$ cat config.mk
export PLATFORM = sky130hd
export DESIGN_NAME = mul_8bit_seq
export DESIGN_NICKNAME = d
export VERILOG_FILES = /design/src/rtl/mul_8bit_seq.sv
export SDC_FILE = /design/constraint.sdc
export NUM_CORES = 1
export LEC_CHECK = 0
export BUFFER_PORTS_ARGS = -buffer_cell sky130_fd_sc_hd__buf_2
export CORE_ASPECT_RATIO = 0.75
export CORE_MARGIN = 5
export CORE_UTILIZATION = 45
export DETAILED_ROUTE_END_ITERATION = 6
export HOLD_SLACK_MARGIN = 0.1
export PLACE_DENSITY = 0.74
export SLEW_MARGIN = 20
export SYNTH_ARGS = -nofsm -noshare
export SYNTH_HDL_FRONTEND = slang
export SYNTH_SLANG_ARGS = --single-unit
$ cat constraint.sdc
create_clock -name clk -period 1.5 [get_ports clk]
set_input_delay 0.075 -clock clk [delete_from_list [all_inputs] [get_ports clk]]
set_output_delay 0.075 -clock clk [all_outputs]
set_load 0.005 [all_outputs]
$ cat src/rtl/mul_8bit_seq.sv
// Sequential unsigned shift-add multiplier for the 8-bit MIPS datapath.
// The shared ripple adder is external: this block drives Add_A/Add_B/Add_Cin
// and folds Add_Sum/Add_Cout back into the accumulator on every iteration.
module mul_8bit_seq #(
    parameter int WIDTH = 8
) (
    input  logic                 clk,
    input  logic                 reset,
    input  logic                 Start,
    input  logic [WIDTH-1:0]     A,
    input  logic [WIDTH-1:0]     B,
    output logic [WIDTH-1:0]     Add_A,
    output logic [WIDTH-1:0]     Add_B,
    output logic                 Add_Cin,
    input  logic [WIDTH-1:0]     Add_Sum,
    input  logic                 Add_Cout,
    output logic                 Busy,
    output logic                 Done,
    output logic [2*WIDTH-1:0]   Product
);

    localparam int CNT_W = $clog2(WIDTH + 1);
    localparam logic [CNT_W-1:0] LAST_ITER = CNT_W'(WIDTH - 1);

    typedef enum logic [1:0] {
        IDLE = 2'd0,
        BUSY = 2'd1,
        DONE = 2'd2
    } state_t;

    state_t               state;
    state_t               next_state;
    logic [WIDTH-1:0]     m;
    logic [2*WIDTH-1:0]   acc;
    logic [CNT_W-1:0]     cnt;
    logic [2*WIDTH-1:0]   acc_next;
    logic                 last_iter;
    logic                 accept;

    // Add-then-shift: the adder carry lands in the MSB, so nothing is lost.
    assign acc_next  = {Add_Cout, Add_Sum, acc[WIDTH-1:1]};
    assign last_iter = (cnt == LAST_ITER);
    // A new request is taken only when no iteration is in flight.
    assign accept    = Start && (state != BUSY);

    // State register.
    always_ff @(posedge clk or posedge reset) begin
        if (reset) begin
            state <= IDLE;
        end else begin
            state <= next_state;
        end
    end

    // Next-state logic and adder/handshake outputs.
    always_comb begin
        next_state = state;
        Busy       = 1'b0;
        Done       = 1'b0;
        Add_A      = '0;
        Add_B      = '0;
        Add_Cin    = 1'b0;
        case (state)
            IDLE: begin
                if (Start) next_state = BUSY;
            end
            BUSY: begin
                Busy  = 1'b1;
                Add_A = acc[2*WIDTH-1:WIDTH];
                Add_B = acc[0] ? m : '0;
                if (last_iter) next_state = DONE;
            end
            DONE: begin
                Done       = 1'b1;
                next_state = Start ? BUSY : IDLE;
            end
            default: begin
                next_state = IDLE;
            end
        endcase
    end

    // Operand capture, iteration datapath and result register.
    always_ff @(posedge clk or posedge reset) begin
        if (reset) begin
            m       <= '0;
            acc     <= '0;
            cnt     <= '0;
            Product <= '0;
        end else if (accept) begin
            m   <= A;
            acc <= {{WIDTH{1'b0}}, B};
            cnt <= '0;
        end else if (state == BUSY) begin
            acc <= acc_next;
            cnt <= cnt + 1'b1;
            if (last_iter) Product <= acc_next;
        end
    end

endmodule

-- Word-level counts from Yosys, hierarchy flattened
Cells that the tools add are included.
- flip-flop bits (word level): 46
- input port bits: 28
- output and inout bits: 35
- logic and storage cells: 31
- add/sub/neg operators: 1
- equal/unequal tests: 6
- mux-type cells: 13
- bitwise gates (word level): 1
- reduce and logical (&&, ||, !) cells: 5
- operators with widths (cell ; number):
    16-bit 2-to-1 mux ; 2
    8-bit 2-to-1 mux ; 3
    4-bit 2-to-1 mux ; 2
    2-bit case mux with 3 select lines ; 1
    4-bit by 1-bit adder with 4-bit output (second input constant) ; 1
    4-bit by 3-bit equality test with 1-bit output (second input constant) ; 1
    2-bit 2-to-1 mux ; 2
    2-bit != test (second input constant) ; 2
    1-bit 2-to-1 mux ; 3
    3-bit AND reduction ; 1
    2-bit by 1-bit equality test with 1-bit output (second input constant) ; 1
    2-bit equality test (second input constant) ; 1
    2-bit zero test ; 1
    2-bit by 1-bit != test with 1-bit output (second input constant) ; 1
    2-bit AND reduction ; 1
    2-bit nonzero test ; 1
    1-bit logical AND ; 1
    1-bit inverter ; 1

-- Longest topological paths before layout
Gate-level depths: netlist (run 1).
- word-level depth: 4
- mapped depth: 6
- gate-level depth less buffers: 4

-- Least setup slack after synthesis (run 1)
No wires, ideal clock.
- path kind: register to register
- start point: register state[1]
- end point: register Product[0]
- library setup time: 125 ps
- arrival time: 1449 ps
- required time: 1375 ps
- setup slack: -74 ps
- cell stages (with the launch flop): 6
- buffers on the path: 2
- period minus slack after synthesis: 1574 ps
- path through: dfrtp_1 -> nand2b_1 -> buf_6 -> nor3_4 -> buf_12 -> mux2_4
- longest elaborated chain between the ends: 4
- elaborated cells on any way between the ends: 5
- classes of those cells: eq/ne (2); bitwise (1); reduce/logical (2)
- RTL lines (what ; line ; source):
    start, declared ; 31 ; state_t state;
    start signal, assigned ; 51 ; state <= next_state;
    2-bit by 1-bit != test with 1-bit output ; 44 ; assign accept = Start && (state != BUSY);
    1-bit logical AND ; 44 ;
    1-bit inverter (no line) ; -- ;
    3-bit AND reduction (no line) (*) ; -- ;
    end signal, assigned ; 97 ; if (last_iter) Product <= acc_next;
    end, declared ; 19 ; output logic [2*WIDTH-1:0] Product
Mark *: on every way between the ends. The rest lies on a longest branch, timed or not.
A chain may end at the register's enable or synchronous reset.

-- Worst setup path after layout (run 1)
- start point: register state[1]
- end point: register Product[2]
Same word-level chain as after synthesis.

==> results of run 1 <==
==> logic make-up after synthesis <==
kind of cell	after synthesis	synth area share [%]
other	1	0.1830
AND/OR/NAND/NOR	52	13.80
adder cells (fa/ha/maj)	1	0.6104
multiplexers	35	20.33
flip-flops	46	56.17
AO/OA/AOI/OAI	20	5.190
buffers and inverters	13	3.724
==> metal layers <==
metal	part of all wire (%)	wire, um	track usage (%)
met1	44	2254	21.85
met2	49	2542	28.57
met3	4.8	248	4.091
met4	1.9	98	4.598
met5	0	0	0
==> synth_stat cells, drive strengths merged <==
library cell,count
dfrtp,46
mux2,26
nand2,20
o21ai,18
nand2b,10
mux2i,9
and2,8
and3,8
clkbuf,6
buf,4
nor3,3
inv,2
a311o,1
a31oi,1
clkinv,1
conb,1
ha,1
nand3,1
nand3b,1
nor2b,1
==> registers in the layout, summed over array words and instances, names as in the netlist <==
register and count:
Product 16, acc 16, m 8, cnt 4
state 2
==> layout make-up <==
class	instances	share of cell area, %
clock buffer	7	2.601
inverter	3	0.5544
multi-input combinational	109	29.77
sequential	46	39.23
tap	57	2.431
timing repair buffer	104	25.42
==> how the worst min path moves through the flow <==
stage	cells after the start	end	start	slack (ps)
6_report	3	acc[2]$_DFFE_PP0P_	B[2]	120
5_1_grt	3	acc[2]$_DFFE_PP0P_	B[2]	130
4_1_cts	3	acc[2]$_DFFE_PP0P_	B[2]	110
3_5_place_dp	2	acc[7]$_DFFE_PP0P_	reset	140
3_3_place_gp	2	acc[7]$_DFFE_PP0P_	reset	140
2_1_floorplan	2	acc[10]$_DFFE_PP0P_	Add_Sum[3]	190
==> tightest hold or removal path: cells and delay by family <==
family                 cells  cell delay (ps)
AO/OA/AOI/OAI              1              140
buffers and inverters      1               90
multiplexers               1               60
==> timing repair <==
action                                  4_1_cts  5_1_grt
pin swaps                                     0        1
endpoints found under the setup margin       18       31
buffers inserted                              2        4
hold endpoints to repair                     55        0
gates resized for setup                       5       16
hold buffers                                 25        0
==> report_power, final <==
part           internal (mW)  switching (mW)
Sequential              1.83           0.410
Combinational           1.41           0.983
Clock                  0.321           0.371
Total                   3.57            1.76
==> flow_summary.toml, run 1 <==
[run_status]
status = "complete, no violations"

[power_and_ir_drop]
power.leakage_nw = 1.463
power_mw = 5.330
powerDensity_mw_per_mm2 = 1817
ir_drop_mv = 0.8089

[global_routing]
grt.overflow.total = 0
grt_usage_pct = 16.89
grt_pass1_wl_um = 7631
antenna_found_initial = 0
grt_max_degree = 25
grt_pass1_vias = 1646

[sta]
drv_slew = 0
final.setup_skew_ps = 5.762
finalHoldViolations = 0
setup_viol = 0
slew_headroom_pct = 65.69
rsz0062_at_grt = "yes"
tns_ps = 0
holdWs_ps = 120.0
fin_crit_ps = 1496
period_share_pct = 99.76
fmax_mhz = 668.2
tightest_slew_ps = 513.8
fin_ws_ps = 3.530

[layout]
area_growth_pct = 43.16
final_common_cell = "buf_2"
regArea_mm2 = 0.001151
n_antenna_cell = 0
drive_above_1_share_pct = 44.61
instances_no_fill = 326
multi_input_area_um2 = 873.3
fin_util_pct = 66.07
nets = 298
layout_common_cells = "buf_2, dfrtp_1, dlygate4sd3_1"
final_cell_area_mm2 = 0.002934
nFillCells = 334

[clock_network]
clk_path_buf_depth = 2
clkLatencyLatePin_ps = 290
clk_pin_slew_ps = 80
cts_buffers = 5
htree_levels = 2
clock_sinks = 46
cts_root_buf = "clkbuf_8"
cts_tree = "done"

[placed_design]
dpl.cell_count = 288
place.gp.congestion = 0.7348
dp_hpwl_um = 3187
place_ws_ps = 7.247
placed_area_mm2 = 0.002481
io_buffer_count = 61

[die]
die_y_um = 68.45
pin_count = 63
dieArea_mm2 = 0.006018
chipWidth_um = 87.93
core-area_mm2 = 0.004441
start_util_pct = 46.15
num_rows = 21

[setup_path]
reg2reg_from = "state[1]$_DFFE_PP0P_"
critPathSlowestCell = "dfrtp_1"
cp-end-kind = "flip-flop"
startpoint_type = "flip-flop"
endpoint = "Product[2]$_DFFE_PP0P_"
crit_buf_inv = 1
cp_data_required_time_ps = 1670
cp-startpoint = "state[1]$_DFFE_PP0P_"
cp_slowest_stage_delay_ps = 410
path_class = "flip-flop to flip-flop"
ff2ff_setup_slack_ps = 4
reg2reg_depth = 4
cp_top_family = "simple AND/OR/NAND/NOR gates"
path_cells = "nand2b_4, nor3_4, buf_6, mux2_2"
cp.depth = 4
path_max_fanout = 6
worstPathArrival_ps = 1670
r2r_end = "Product[2]$_DFFE_PP0P_"

[synth]
synth_top_area_share_pct = 56.17
synth_cells = 168
seq_area_frac_synth_pct = 56.17
avgSynthCellArea_um2 = 12.20
synthTopCellsByArea = "dfrtp_1, mux2_2, mux2_4"
synth.cell_area_mm2 = 0.002049
yosys_register_bits = 46
yosys.cell_types.count = 25
synth_nets = 197
ys_warn_count = 0
yosys.area.top_type = "dfrtp_1"

[detailed_routing]
drt-total-wl_um = 5143
drtPass1Iterations = 4
final_antenna_net_count = 0
routed_wire_length_per_instance_um = 15.78
drt-vias-per-instance = 4.957
dr.first_iter.drc_count = 86
drc_errors = 0
vias = 1616

[run]
maxCapViolations = 0

[min_path]
holdCritPathClass = "input port to flip-flop"
Note: power is estimated with default switching activity, not from simulation.
==> run 2: changes to the inputs <==
--- a/config.mk
+++ b/config.mk
@@ -12,6 +12,7 @@
 export DETAILED_ROUTE_END_ITERATION = 6
 export HOLD_SLACK_MARGIN = 0.1
 export PLACE_DENSITY = 0.74
+export RECOVER_POWER = 100
 export SLEW_MARGIN = 20
 export SYNTH_ARGS = -nofsm -noshare
 export SYNTH_HDL_FRONTEND = slang
==> flow_summary.toml, run 2 (synthesis results as in run 1) <==
[global_routing]
grt_usage_pct = 16.89
grt_pass1_wl_um = 7631
antenna_found_initial = 0
grt.overflow.total = 0
grt_pass1_vias = 1646
grt_max_degree = 25

[clock_network]
clk_pin_slew_ps = 80
cts_root_buf = "clkbuf_8"
cts_tree = "done"
htree_levels = 2
clkLatencyLatePin_ps = 290
clock_sinks = 46
clk_path_buf_depth = 2
cts_buffers = 5

[placed_design]
dp_hpwl_um = 3187
place_ws_ps = 7.247
place.gp.congestion = 0.7348
io_buffer_count = 61

[detailed_routing]
drt-total-wl_um = 5151
dr.first_iter.drc_count = 99
drc_errors = 0
routed_wire_length_per_instance_um = 15.80
drt-vias-per-instance = 4.963
vias = 1618
drtPass1Iterations = 4
final_antenna_net_count = 0

[setup_path]
cp_slowest_stage_delay_ps = 410
path_max_fanout = 6
cp-end-kind = "flip-flop"
cp_top_family = "simple AND/OR/NAND/NOR gates"
crit_buf_inv = 1
startpoint_type = "flip-flop"
worstPathArrival_ps = 1670
reg2reg_depth = 4
critPathSlowestCell = "dfrtp_1"
path_class = "flip-flop to flip-flop"
path_cells = "nand2b_4, nor3_4, buf_6, mux2_2"
cp_data_required_time_ps = 1670
cp.depth = 4

[layout]
drive_above_1_share_pct = 40.52
nets = 298
reg_top3 = "Product (16), acc (16), m (8)"
area_growth_pct = 42.55
layout_common_cells = "buf_2, dfrtp_1, dlygate4sd3_1"
final_common_cell = "buf_2"
n_antenna_cell = 0

[sta]
finalHoldViolations = 0
fin_crit_ps = 1499
period_share_pct = 99.94
fin_ws_ps = 0.8404
tightest_slew_ps = 927.4
drv_slew = 0
slew_headroom_pct = 38.11
rsz0062_at_grt = "yes"
holdWs_ps = 120.0
fmax_mhz = 667.0
final.setup_skew_ps = 5.430
setup_viol = 0

[die]
start_util_pct = 46.15
die_y_um = 68.45
chipWidth_um = 87.93
core-area_mm2 = 0.004441
pin_count = 63
num_rows = 21
dieArea_mm2 = 0.006018

[power_and_ir_drop]
power.leakage_nw = 1.432
powerDensity_mw_per_mm2 = 1814
ir_drop_mv = 0.7942

[min_path]
holdCritPathClass = "input port to flip-flop"
hold_depth = 3

[run_status]
status = "complete, no violations"

[run]
maxCapViolations = 0
## run 2: routing by layer
layer  part of all wire, %  wire length, um  vias up  GRT usage (%)
met4                   1.9               98        0          4.598
met2                    50             2553       51          28.57
met3                   5.1              261        8          4.091
met5                     0                0        -              0
li1                      -                -      769              -
met1                    43             2238      790          21.85
## run 2: worst paths after layout
path | slack, ps | end | startpoint
worst min-delay path | 120 | acc[2]$_DFFE_PP0P_ | B[2]
max in group asynchronous | 340 | acc[12]$_DFFE_PP0P_ | reset
worst max-delay path | 0.8 | Product[2]$_DFFE_PP0P_ | state[1]$_DFFE_PP0P_
worst max register to register | 0.8 | Product[2]$_DFFE_PP0P_ | state[1]$_DFFE_PP0P_
worst min register to register | 510 | m[0]$_DFFE_PP0P_ | m[0]$_DFFE_PP0P_
min in group asynchronous | 530 | acc[7]$_DFFE_PP0P_ | reset
## run 2: layout make-up
class / count / area, um^2
clock buffer: 7 / 76.32
fill: 341 / 1519
inverter: 3 / 16.27
multi-input combinational: 109 / 873.3
sequential: 46 / 1151
tap: 57 / 71.32
timing repair buffer: 104 / 733.2
## run 2: repair_timing
action | 4_1_cts | 5_1_grt
setup endpoints to repair | 18 | 31
endpoints found under the hold margin | 55 | 0
hold buffers | 25 | 0
gates resized for setup | 5 | 16
pin swaps | 0 | 1
setup buffers | 2 | 4
## run 2: where the power goes
part / total, mW / leakage, nW / switching, mW / internal [mW]
Clock: 0.692 / 0.0383 / 0.371 / 0.321
Sequential: 2.24 / 0.559 / 0.411 / 1.83
Combinational: 2.36 / 0.835 / 0.983 / 1.38
## run 2: metrics by stage
step	std cells	setup TNS [ps]	power [mW]	utilization [%]	instance area, um^2
6_report	326	0	5.299	65.79	2922
5_1_grt	326	-374.5	5.667	65.79	2922
4_1_cts	322	0	5.087	63.93	2839
3_5_place_dp	288	0	4.237	55.87	2481
3_3_place_gp	288	0	4.180	55.87	2481
2_1_floorplan	168	-657.5	3.403	-	2054
## run 2: tightest hold or removal path, delay by kind of cell
kind | cells | cell delay, ps
muxes | 1 | 60
buffers and inverters | 1 | 90
AOI/OAI and AO/OA | 1 | 140
